File: config.mk
export PLATFORM = sky130hd
export DESIGN_NAME = seq_divider
export DESIGN_NICKNAME = d
export VERILOG_FILES = /design/src/rtl/seq_divider.sv
export SDC_FILE = /design/constraint.sdc
export NUM_CORES = 1
export LEC_CHECK = 0
export CORE_ASPECT_RATIO = 0.5
export CORE_MARGIN = 5
export CORE_UTILIZATION = 50
export DETAILED_ROUTE_END_ITERATION = 6
export MAX_ROUTING_LAYER = met4
export PLACE_DENSITY = 0.76
export SYNTH_ARGS = -nofsm -noshare
export SYNTH_HDL_FRONTEND = slang
export SYNTH_SLANG_ARGS = --single-unit
File: constraint.sdc
create_clock -name clk -period 2.6 [get_ports clk]
set_clock_uncertainty 0.15 [all_clocks]
set_input_delay 0.78 -clock clk [delete_from_list [all_inputs] [get_ports clk]]
set_output_delay 0.78 -clock clk [all_outputs]
set_load 0.03 [all_outputs]
File: src/rtl/seq_divider.sv
// ----------------------------------------------------------------------------
// seq_divider - sequential non-restoring divider, one quotient bit per clock.
// Define DIV_SIGNED_EN for two's-complement operands (unsigned otherwise). Rev 1.0
// ----------------------------------------------------------------------------
`default_nettype none

module seq_divider #(
  parameter int DIVIDEND_W = 12,
  parameter int DIVISOR_W  = 8
) (
  input  logic                  clk,
  input  logic                  rst_n,
  input  logic                  start,
  input  logic [DIVIDEND_W-1:0] dividend,
  input  logic [DIVISOR_W-1:0]  divisor,
  output logic                  busy,
  output logic                  ready,
  output logic [DIVIDEND_W-1:0] quotient,
  output logic [DIVISOR_W-1:0]  remainder,
  output logic                  div_by_zero
);

  // Two extra bits: one for |divisor| up to 2^DIVISOR_W, one for the shifted
  // partial remainder which spans [-2|d|, 2|d|) before the add/subtract.
  localparam int              PR_W  = DIVISOR_W + 2;
  localparam int              CNT_W = $clog2(DIVIDEND_W);
  localparam logic [CNT_W-1:0] LAST = CNT_W'(DIVIDEND_W - 1);

  typedef enum logic [1:0] {
    IDLE = 2'd0,
    DIV  = 2'd1,
    FIX  = 2'd2,
    DONE = 2'd3
  } state_t;

  state_t                state_q;
  logic [DIVIDEND_W-1:0] dvd_q;  // dividend MSBs shift out, quotient bits shift in
  logic [DIVISOR_W:0]    dsr_q;
  logic [PR_W-1:0]       pr_q;
  logic [CNT_W-1:0]      cnt_q;
  logic                  zero_q;
  logic                  busy_q;
  logic                  ready_q;
  logic                  dz_q;
  logic [DIVIDEND_W-1:0] quot_q;
  logic [DIVISOR_W-1:0]  rem_q;
`ifdef DIV_SIGNED_EN
  logic                  neg_quot_q;
  logic                  neg_rem_q;
`endif

  logic [DIVIDEND_W-1:0] dvd_mag_d;
  logic [DIVISOR_W:0]    dsr_mag_d;
  logic [PR_W-1:0]       dsr_ext;
  logic [PR_W-1:0]       pr_shift;
  logic [PR_W-1:0]       pr_step;
  logic [DIVISOR_W-1:0]  rem_fix;
  logic [DIVIDEND_W-1:0] quot_fix_d;
  logic [DIVISOR_W-1:0]  rem_fix_d;

  always_comb begin
    dsr_ext  = {1'b0, dsr_q};
    pr_shift = {pr_q[PR_W-2:0], dvd_q[DIVIDEND_W-1]};
    pr_step  = pr_q[PR_W-1] ? (pr_shift + dsr_ext) : (pr_shift - dsr_ext);
    // Final remainder magnitude is below |divisor|, so the low bits suffice.
    rem_fix  = pr_q[PR_W-1] ? (pr_q[DIVISOR_W-1:0] + dsr_q[DIVISOR_W-1:0])
                            : pr_q[DIVISOR_W-1:0];
    quot_fix_d = dvd_q;
    rem_fix_d  = rem_fix;
`ifdef DIV_SIGNED_EN
    dvd_mag_d = dividend[DIVIDEND_W-1] ? -dividend : dividend;
    dsr_mag_d = divisor[DIVISOR_W-1] ? -{divisor[DIVISOR_W-1], divisor}
                                     : {divisor[DIVISOR_W-1], divisor};
    if (neg_quot_q) quot_fix_d = -dvd_q;
    if (neg_rem_q)  rem_fix_d  = -rem_fix;
`else
    dvd_mag_d = dividend;
    dsr_mag_d = {1'b0, divisor};
`endif
  end

  always_ff @(posedge clk or negedge rst_n) begin
    if (!rst_n) begin
      state_q <= IDLE;
      dvd_q   <= '0;
      dsr_q   <= '0;
      pr_q    <= '0;
      cnt_q   <= '0;
      zero_q  <= 1'b0;
      busy_q  <= 1'b0;
      ready_q <= 1'b0;
      dz_q    <= 1'b0;
      quot_q  <= '0;
      rem_q   <= '0;
`ifdef DIV_SIGNED_EN
      neg_quot_q <= 1'b0;
      neg_rem_q  <= 1'b0;
`endif
    end else begin
      ready_q <= 1'b0;
      case (state_q)
        IDLE: begin
          if (start) begin
            busy_q <= 1'b1;
            pr_q   <= '0;
            cnt_q  <= '0;
            dvd_q  <= dvd_mag_d;
            dsr_q  <= dsr_mag_d;
`ifdef DIV_SIGNED_EN
            neg_quot_q <= dividend[DIVIDEND_W-1] ^ divisor[DIVISOR_W-1];
            neg_rem_q  <= dividend[DIVIDEND_W-1];
`endif
            // A zero divisor skips the iterations; FIX loads the saturated result.
            if (divisor == '0) begin
              zero_q  <= 1'b1;
              state_q <= FIX;
            end else begin
              zero_q  <= 1'b0;
              state_q <= DIV;
            end
          end
        end
        DIV: begin
          pr_q  <= pr_step;
          dvd_q <= {dvd_q[DIVIDEND_W-2:0], ~pr_step[PR_W-1]};
          cnt_q <= cnt_q + 1'b1;
          if (cnt_q == LAST) state_q <= FIX;
        end
        FIX: begin
          if (zero_q) begin
            quot_q <= '1;
            rem_q  <= '0;
            dz_q   <= 1'b1;
          end else begin
            quot_q <= quot_fix_d;
            rem_q  <= rem_fix_d;
            dz_q   <= 1'b0;
          end
          ready_q <= 1'b1;
          state_q <= DONE;
        end
        DONE: begin
          busy_q  <= 1'b0;
          state_q <= IDLE;
        end
        default: state_q <= IDLE;
      endcase
    end
  end

  assign busy        = busy_q;
  assign ready       = ready_q;
  assign quotient    = quot_q;
  assign remainder   = rem_q;
  assign div_by_zero = dz_q;

endmodule

`default_nettype wire

Word level (Yosys, flattened, before mapping)
Cells that the tools add are included.
Storage, ports and cells
  register bits after elaboration: 60
  logic and storage cells: 49
  output and inout bits: 23
  input bits: 23
Cells by class
  bitwise logic cells: 1
  mux-type cells: 19
  add/subtract/negate cells: 4
  reduce and logical (&&, ||, !) cells: 8
  equal/unequal tests: 6
Operators with widths (number)
  two-way mux 12 bit: 2
  case mux 12 bit (2 select lines): 1
  two-way mux 10 bit: 2
  case mux 10 bit (2 select lines): 1
  two-way mux 8 bit: 2
  adder 10 x 8 -> 10 bit: 1
  subtractor 10 x 8 -> 10 bit: 1
  adder 8 bit: 1
  zero test 8 bit: 1
  case mux 2 bit (4 select lines): 1
  case mux 4 bit (2 select lines): 1
  AND reduction 2 bit: 4
  two-way mux 2 bit: 3
  adder 4 x 1 -> 4 bit, second input constant: 1
  == test 2 bit, second input constant: 2
  == test 4 bit, second input constant: 1
  two-way mux 1 bit: 4
  two-way mux 4 bit: 1
  != test 2 bit, second input constant: 2
  nonzero test 2 bit: 2
  == test 2 x 1 -> 1 bit, second input constant: 1
  zero test 2 bit: 1
  case mux 1 bit (2 select lines): 1
  NOT 1 bit: 1

Depth between registers and ports, before layout
Gate-level depths: netlist of the first run.
  depth after elaboration: 4
  mapped depth: 13
  depth with buffers taken out: 13

Worst setup path after synthesis of the first run
OpenSTA, ideal clock, no wires.
  path kind: reg2reg
  from: register dsr_q[1]
  to: register dvd_q[0]
  path slack: 162 ps
  required time: 2377 ps
  cell stages (with the launch flop): 12
  buffers on the path: 0
  data arrival time: 2215 ps
  path through: dfrtp_1 nor3_1 and2_2 nor2_1 xor2_1 ha_1 and2_4 and4_1 a211oi_2 xnor2_1 nand2_1 a21oi_2
On the way
  cells in the longest elaborated chain, start to end: 4
RTL lines
  start, declared: RTL line 38  | logic [DIVISOR_W:0] dsr_q;
  start signal, assigned: RTL line 108  | dsr_q <= dsr_mag_d;
  subtractor 10 x 8 -> 10 bit or adder 10 x 8 -> 10 bit (tied branches): RTL line 64  | pr_step = pr_q[PR_W-1] ? (pr_shift + dsr_ext) : (pr_shift - dsr_ext);
  two-way mux 10 bit (*): RTL line 64
  NOT 1 bit (*): RTL line 125  | dvd_q <= {dvd_q[DIVIDEND_W-2:0], ~pr_step[PR_W-1]};
  case mux 12 bit (2 select lines) (*): RTL line 101  | case (state_q)
  end signal, assigned: RTL line 107  | dvd_q <= dvd_mag_d;
  end signal, assigned: RTL line 125
  end, declared: RTL line 37  | logic [DIVIDEND_W-1:0] dvd_q;
Mark *: on every way between the ends. The rest lies on a longest branch, timed or not.
A chain may end at the register's enable or synchronous reset.

Final worst setup path of the first run
  from: register dsr_q[0]
  to: register dvd_q[0]
Same word-level chain as after synthesis.

==> results of run 1 <==
-- per-stage QoR --
stage	util	total power, mW	std cells	worst slack (ns)
floorplan	-	4.59	342	0.162
global placement	0.609	5.62	480	0.0875
detailed placement	0.609	5.77	480	-0.0445
CTS	0.664	7.27	497	0.00428
global route	0.676	8.00	498	-0.0485
finish	0.676	7.44	498	0.0358
-- critical path, stage by stage, from the launching register on --
cell and delay [ns]:
dfrtp_2 0.44, buf_6 0.13, buf_6 0.12, nor3_2 0.14, nor2_1 0.08, xor2_1 0.17
ha_1 0.37, a21oi_2 0.15, o21ai_2 0.09, a211oi_2 0.28, xnor2_2 0.16, nand2_1 0.09
a21oi_2 0.12
-- sequential cells by signal (all words and copies together), names as in the netlist --
register / cells
dvd_q: 12
quotient: 12
pr_q: 10
dsr_q: 8
remainder: 8
cnt_q: 4
state_q: 2
busy: 1
div_by_zero: 1
ready: 1
zero_q: 1
-- layout make-up --
cell class / count / area, um^2
fill: 513 / 2180
multi-input combinational: 254 / 1920
sequential: 60 / 1500
timing repair buffer: 65 / 616
clock buffer: 10 / 239
tap: 92 / 115
clock inverter: 6 / 111
inverter: 11 / 41.3
-- final timing paths --
path / cells past startpoint / to / slack, ns
min reg2reg: 2 / remainder[5] / 0.34
min in group clk: 2 / remainder[5] / 0.34
min: 2 / quotient[8] / 0.30
max in group asynchronous: 2 / dsr_q[0] / 1.69
max reg2reg: 12 / dvd_q[0] / 0.04
max: 12 / dvd_q[0] / 0.04
-- routing by layer --
metal / up-vias / GRT usage
li1: 1347 / -
met1: 1413 / 0.265
met2: 63 / 0.331
met3: 21 / 0.0633
met4: 0 / 0.0706
met5: - / -
-- layout by cell type (no fill, tap or decap), types with 7 or more instances in the layout --
cell / netlist / final
o21ai_0: 19 / 17
inv_1: 11 / 10
buf_4: 4 / 17
a21oi_1: 19 / 15
mux2_2: 13 / 13
xor2_1: 11 / 11
mux2i_1: 16 / 16
nor2_1: 16 / 14
ha_1: 23 / 22
a21oi_2: 3 / 7
nand2_1: 39 / 38
clkdlybuf4s50_1: 0 / 44
o22a_1: 12 / 12
dfrtp_1: 60 / 59
clkbuf_16: 0 / 9
-- power by group through the flow --
stage | registers [mW] | clock network [mW] | logic [mW]
final | 1.77 | 1.38 | 4.29
after floorplan | 2.00 | 0 | 2.59
after CTS | 1.75 | 1.41 | 4.11
after global routing | 1.83 | 1.45 | 4.71
after global placement | 1.73 | 0 | 3.88
after detailed placement | 1.76 | 0 | 4.01
-- cell families after synthesis --
family | count (synthesis) | synth area share
buffers and inverters | 28 | 0.0388
adders and majority gates | 25 | 0.0941
and+or+nand+nor | 90 | 0.127
DFF | 60 | 0.431
xor gates and xnor gates | 18 | 0.0452
muxes | 29 | 0.0880
AOI/OAI and AO/OA | 92 | 0.176
-- what timing repair did --
action                                  CTS  global route
gates cloned                              0             0
pin swaps                                 4             6
endpoints found under the setup margin    2             6
hold endpoints to repair                  0             0
gates resized for setup                   4            19
setup buffers                             1             1
==> impl_metrics.csv, run 1 <==
group,metric,value,unit
sta,timing.fmax,390,MHz
finish,diodes,0,
min_path,hold_class,"primary input to async pin",
finish,drive_gt1_frac,0.192,
placement,dp_hpwl,5960,um
logic_synthesis,synth_edf_count,0,
finish,synthToLayoutAreaGrowth,30.5,%
logic_synthesis,yosysMostFrequentCell,"dfrtp_1",
setup_path,critPathCaptureType,"register",
clock_tree,h-tree-depth,3,
setup_path,critPathArrivalTime,2.67,ns
global_route,grt_usage,0.212,
detailed_routing,wl_per_cell,17.1,um
power,p_int,4.28,mW
clock_tree,clkTransAtPathRegs,0.05,ns
sta,finalCriticalPeriod,2.56,ns
logic_synthesis,synth_flop_cell,"dfrtp_1",
logic_synthesis,avgSynthCellArea,10.2,um^2
run_status,status,"finished, final reports clean",
setup_path,crit_start,"dsr_q[0]",
logic_synthesis,yosys_register_bits,60,
detailed_routing,met2_length,4090,um
logic_synthesis,yosys.area.top_type_share,0.431,
floorplanning,core,0.00673,mm^2
detailed_routing,met3_wirelength,368,um
sta,setup_tns,0,ns
sta,period_share,0.986,
power,power.density,1640,mW/mm^2
detailed_routing,route.detailed.drc,0,
global_route,grt-ovfl-total,0,
placement,io_buffers,45,
clock_tree,cts_hold_buffers,0,
clock_tree,cts-root-buf,"clkbuf_16",
power,p_clk_frac,0.186,
global_route,grt_antenna_before_repair,0,
clock_tree,insertion_delay,0.33,ns
sta,rsz0062_at_grt,"true",
logic_synthesis,syn_nets,390,
finish,layout.nets,449,
detailed_routing,viasPerCell,5.71,
power,pwr-share-comb,0.576,
power,p_sw_frac,0.425,
detailed_routing,highest_layer,"met4",
flow_run,maxCapViolCount,0,
detailed_routing,drt_wl_total,8540,um
floorplanning,dieArea,0.00884,mm^2
sta,slew_violations,0,
clock_tree,clock_sinks,60,
global_route,grt_pass1_wl,14600,um
logic_synthesis,yosys_warnings,0,
logic_synthesis,synth_area,0.00348,mm^2
setup_path,crit_type,"register to register",
setup_path,critPathLaunchType,"register",
detailed_routing,vias,2844,
logic_synthesis,synth_area_leaders,"dfrtp_1 (43%), ha_1 (8.3%), mux2i_1 (4.6%), mux2_2 (4.2%), nand2_1 (4.2%)",
detailed_routing,drtAntennaViolNets,0,
logic_synthesis,synth_commonest_cells,"dfrtp_1 (60), nand2_1 (39), ha_1 (23)",
logic_synthesis,postSynthCellCount,342,
sta,slew_headroom,0.690,
finish,design_area,0.00455,mm^2
floorplanning,die_w,128,um
floorplanning,start_util,0.518,
sta,setup_violations,0,
clock_tree,clock_path_buffers,2,
floorplanning,io_pins,46,
placement,place.gp.congestion,0.951,
setup_path,worstReg2RegStart,"dsr_q[0]",
logic_synthesis,yosys.area.top_type,"dfrtp_1",
power,power.switching,3.17,mW
logic_synthesis,synth.distinct_cells,46,
clock_tree,cts_tree,"built",
power,leakagePower,1.97,nW
detailed_routing,drtIter0Drc,92,
logic_synthesis,synthArstFlopShare,1.00,
setup_path,worstPathRequired,2.71,ns
placement,place_area,0.00410,mm^2
detailed_routing,met1_length,3880,um
power,p_seq_frac,0.238,
sta,hold_violations,0,
sta,holdWs,0.297,ns
floorplanning,die_h,69.0,um
logic_synthesis,yosysSeqAreaShare,0.431,
detailed_routing,dr.pass1.iters,4,
sta,worst_pin_slew,0.465,ns
power,irDropWorstVdd,0.942,mV
setup_path,worst-path-max-fanout,4,
global_route,first_global_vias,3000,
global_route,grt_max_degree,61,
clock_tree,cts_made_buffers,9,
floorplanning,fp-row-count,21,
(Power assumes the default switching activity.)
==> inputs of run 2 (changes only) <==
Settings changed: PLACE_DENSITY 0.76 to unset, PLACE_DENSITY_LB_ADDON set to 0.15.
==> run 2 against run 1 <==
The flow now finishes with violations (setup timing). Sequential share of layout area increased by 0.39 points. Maximum frequency decreased by 2.4%. Utilization shrank 0.84 points. Count of clock-buffer cells in the layout rose by 1. Largest cell class unchanged. Combinational power increased by 1%. First-iteration DRC count rose by 39%. Largest power group unchanged. Sequential cell count is the same. Via count is 2.3% lower. Critical path depth decreased by 1. Sequential power is essentially flat.
==> impl_metrics.csv, run 2 (synthesis results as in run 1) <==
group,metric,value,unit
run_status,status,"finished with violations",
run_status,failed_checks,"setup timing",
detailed_routing,drt_wl_total,8520,um
floorplanning,fp-row-count,21,
floorplanning,die_w,128,um
placement,dp_hpwl,6020,um
setup_path,worstPathRequired,2.72,ns
floorplanning,io_pins,46,
finish,fillers,566,
clock_tree,clkTransAtPathRegs,0.05,ns
global_route,first_global_vias,2833,
finish,drive_gt1_frac,0.189,
sta,slew_violations,0,
detailed_routing,drtIter0Drc,128,
detailed_routing,drtAntennaViolNets,0,
sta,timing.fmax,381,MHz
clock_tree,clock_path_buffers,2,
setup_path,critPathLaunchType,"register",
global_route,grt_max_degree,42,
clock_tree,insertion_delay,0.33,ns
setup_path,r2r_setup_slack,-0.03,ns
setup_path,critPathArrivalTime,2.74,ns
clock_tree,clock_sinks,60,
setup_path,worst_r2r_path_depth,11,
finish,final_common_cell,"dfrtp_1",
finish,fin_util,0.668,
detailed_routing,vias,2780,
finish,multiInputGateArea,0.00192,mm^2
setup_path,endpoint,"dvd_q[0]",
finish,design_area,0.00449,mm^2
clock_tree,cts-root-buf,"clkbuf_16",
clock_tree,h-tree-depth,3,
setup_path,worst-path-max-fanout,3,
detailed_routing,wl_per_cell,17.0,um
sta,period_share,1.01,
sta,setup_violations,1,
placement,dp_cells,483,
floorplanning,die_h,69.0,um
sta,rsz0062_at_grt,"true",
finish,regArea,0.00150,mm^2
floorplanning,start_util,0.518,
global_route,grt_antenna_before_repair,0,
detailed_routing,route.detailed.drc,0,
global_route,grt_pass1_wl,14100,um
setup_path,regToRegEndpoint,"dvd_q[0]",
placement,place_area,0.00412,mm^2
sta,finalCriticalPeriod,2.63,ns
sta,holdWs,0.249,ns
clock_tree,cts_made_buffers,9,
placement,io_buffers,45,
sta,slew_headroom,0.650,
setup_path,critPathCaptureType,"register",
detailed_routing,viasPerCell,5.56,
clock_tree,cts_tree,"built",
finish,diodes,0,
flow_run,maxCapViolCount,0,
floorplanning,core,0.00673,mm^2
min_path,hold_class,"primary input to async pin",
global_route,grt-ovfl-total,0,
setup_path,worstReg2RegStart,"dsr_q[1]",
global_route,grt_usage,0.208,
placement,place.gp.congestion,0.841,
clock_tree,cts_hold_buffers,0,
setup_path,crit_type,"register to register",
sta,worst_pin_slew,0.524,ns
sta,worst_slack,-0.0264,ns
power,power.density,1610,mW/mm^2
finish,layout.nets,452,
power,irDropWorstVdd,0.631,mV
setup_path,crit_start,"dsr_q[1]",
sta,hold_violations,0,
power,leakagePower,1.95,nW
detailed_routing,dr.pass1.iters,4,
finish,mostFrequentLayoutCells,"dfrtp_1 (60), clkdlybuf4s50_1 (44), nand2_1 (38)",
finish,synthToLayoutAreaGrowth,28.9,%
floorplanning,dieArea,0.00884,mm^2
finish,fin_cells,500,
## run 2: cell count changes in the layout (fill, tap and decap cells not counted), sizes merged
| cell | previous run | this run |
|---|---|---|
| clkinvlp | 1 | 2 |
| buf | 21 | 24 |
| clkbuf | 10 | 11 |
| bufinv | 3 | 0 |
## run 2: worst max-delay path, cell delays in order (launching register included)
cell      delay, ns
dfrtp_1        0.40
nor3_2         0.24
and2_4         0.18
nor2_1         0.04
xor2_1         0.17
ha_1           0.33
and2_4         0.17
and4_4         0.19
a211oi_4       0.28
xnor2_2        0.18
nand2_1        0.10
a21oi_2        0.12
## run 2: cell type report
cell class              instances  area share
multi-input cells             254       0.429
repair buffers                 68       0.140
flip-flops and latches         60       0.334
clock inverters                 4     0.00557
clock buffers                  11      0.0563
well taps                      92      0.0256
inverters                      11     0.00919
## run 2: metrics by stage
stage	TNS (ns)	power (mW)	setup slack [ns]
global route	-0.228	7.78	-0.111
CTS	0	7.03	0.00967
finish	-0.0264	7.23	-0.0264
floorplan	0	4.59	0.162
global placement	0	5.73	0.0422
detailed placement	-0.0351	5.85	-0.0351
## run 2: how the worst min path moves through the flow
stage	from	slack, ns	to	depth (start not counted)
after floorplan	zero_q	0.31	remainder[5]	1
after global placement	remainder[5]	0.32	remainder[5]	2
after detailed placement	remainder[1]	0.33	remainder[1]	1
after CTS	rst_n	0.26	dvd_q[5]	1
after global routing	rst_n	0.29	dvd_q[6]	1
final	rst_n	0.25	dvd_q[5]	1
## run 2: layer usage
metal	global-route usage	vias up	part of all wire
met5	-	-	0
met4	0.0541	0	0.011
met3	0.0594	12	0.034
met2	0.315	43	0.47
met1	0.274	1378	0.48
li1	-	1347	-
## run 2: power breakdown
| group | leakage, nW | internal, mW | switching, mW |
|---|---|---|---|
| combinational | 1.07 | 2.00 | 2.34 |
| clock | 0.133 | 0.687 | 0.429 |
| sequential | 0.744 | 1.37 | 0.396 |
## run 2: what timing repair did
item,in CTS,in global routing
gates resized for setup,2,18
setup buffers,0,2
pin swaps,0,15
cloned,0,0
endpoints found under the setup margin,2,6
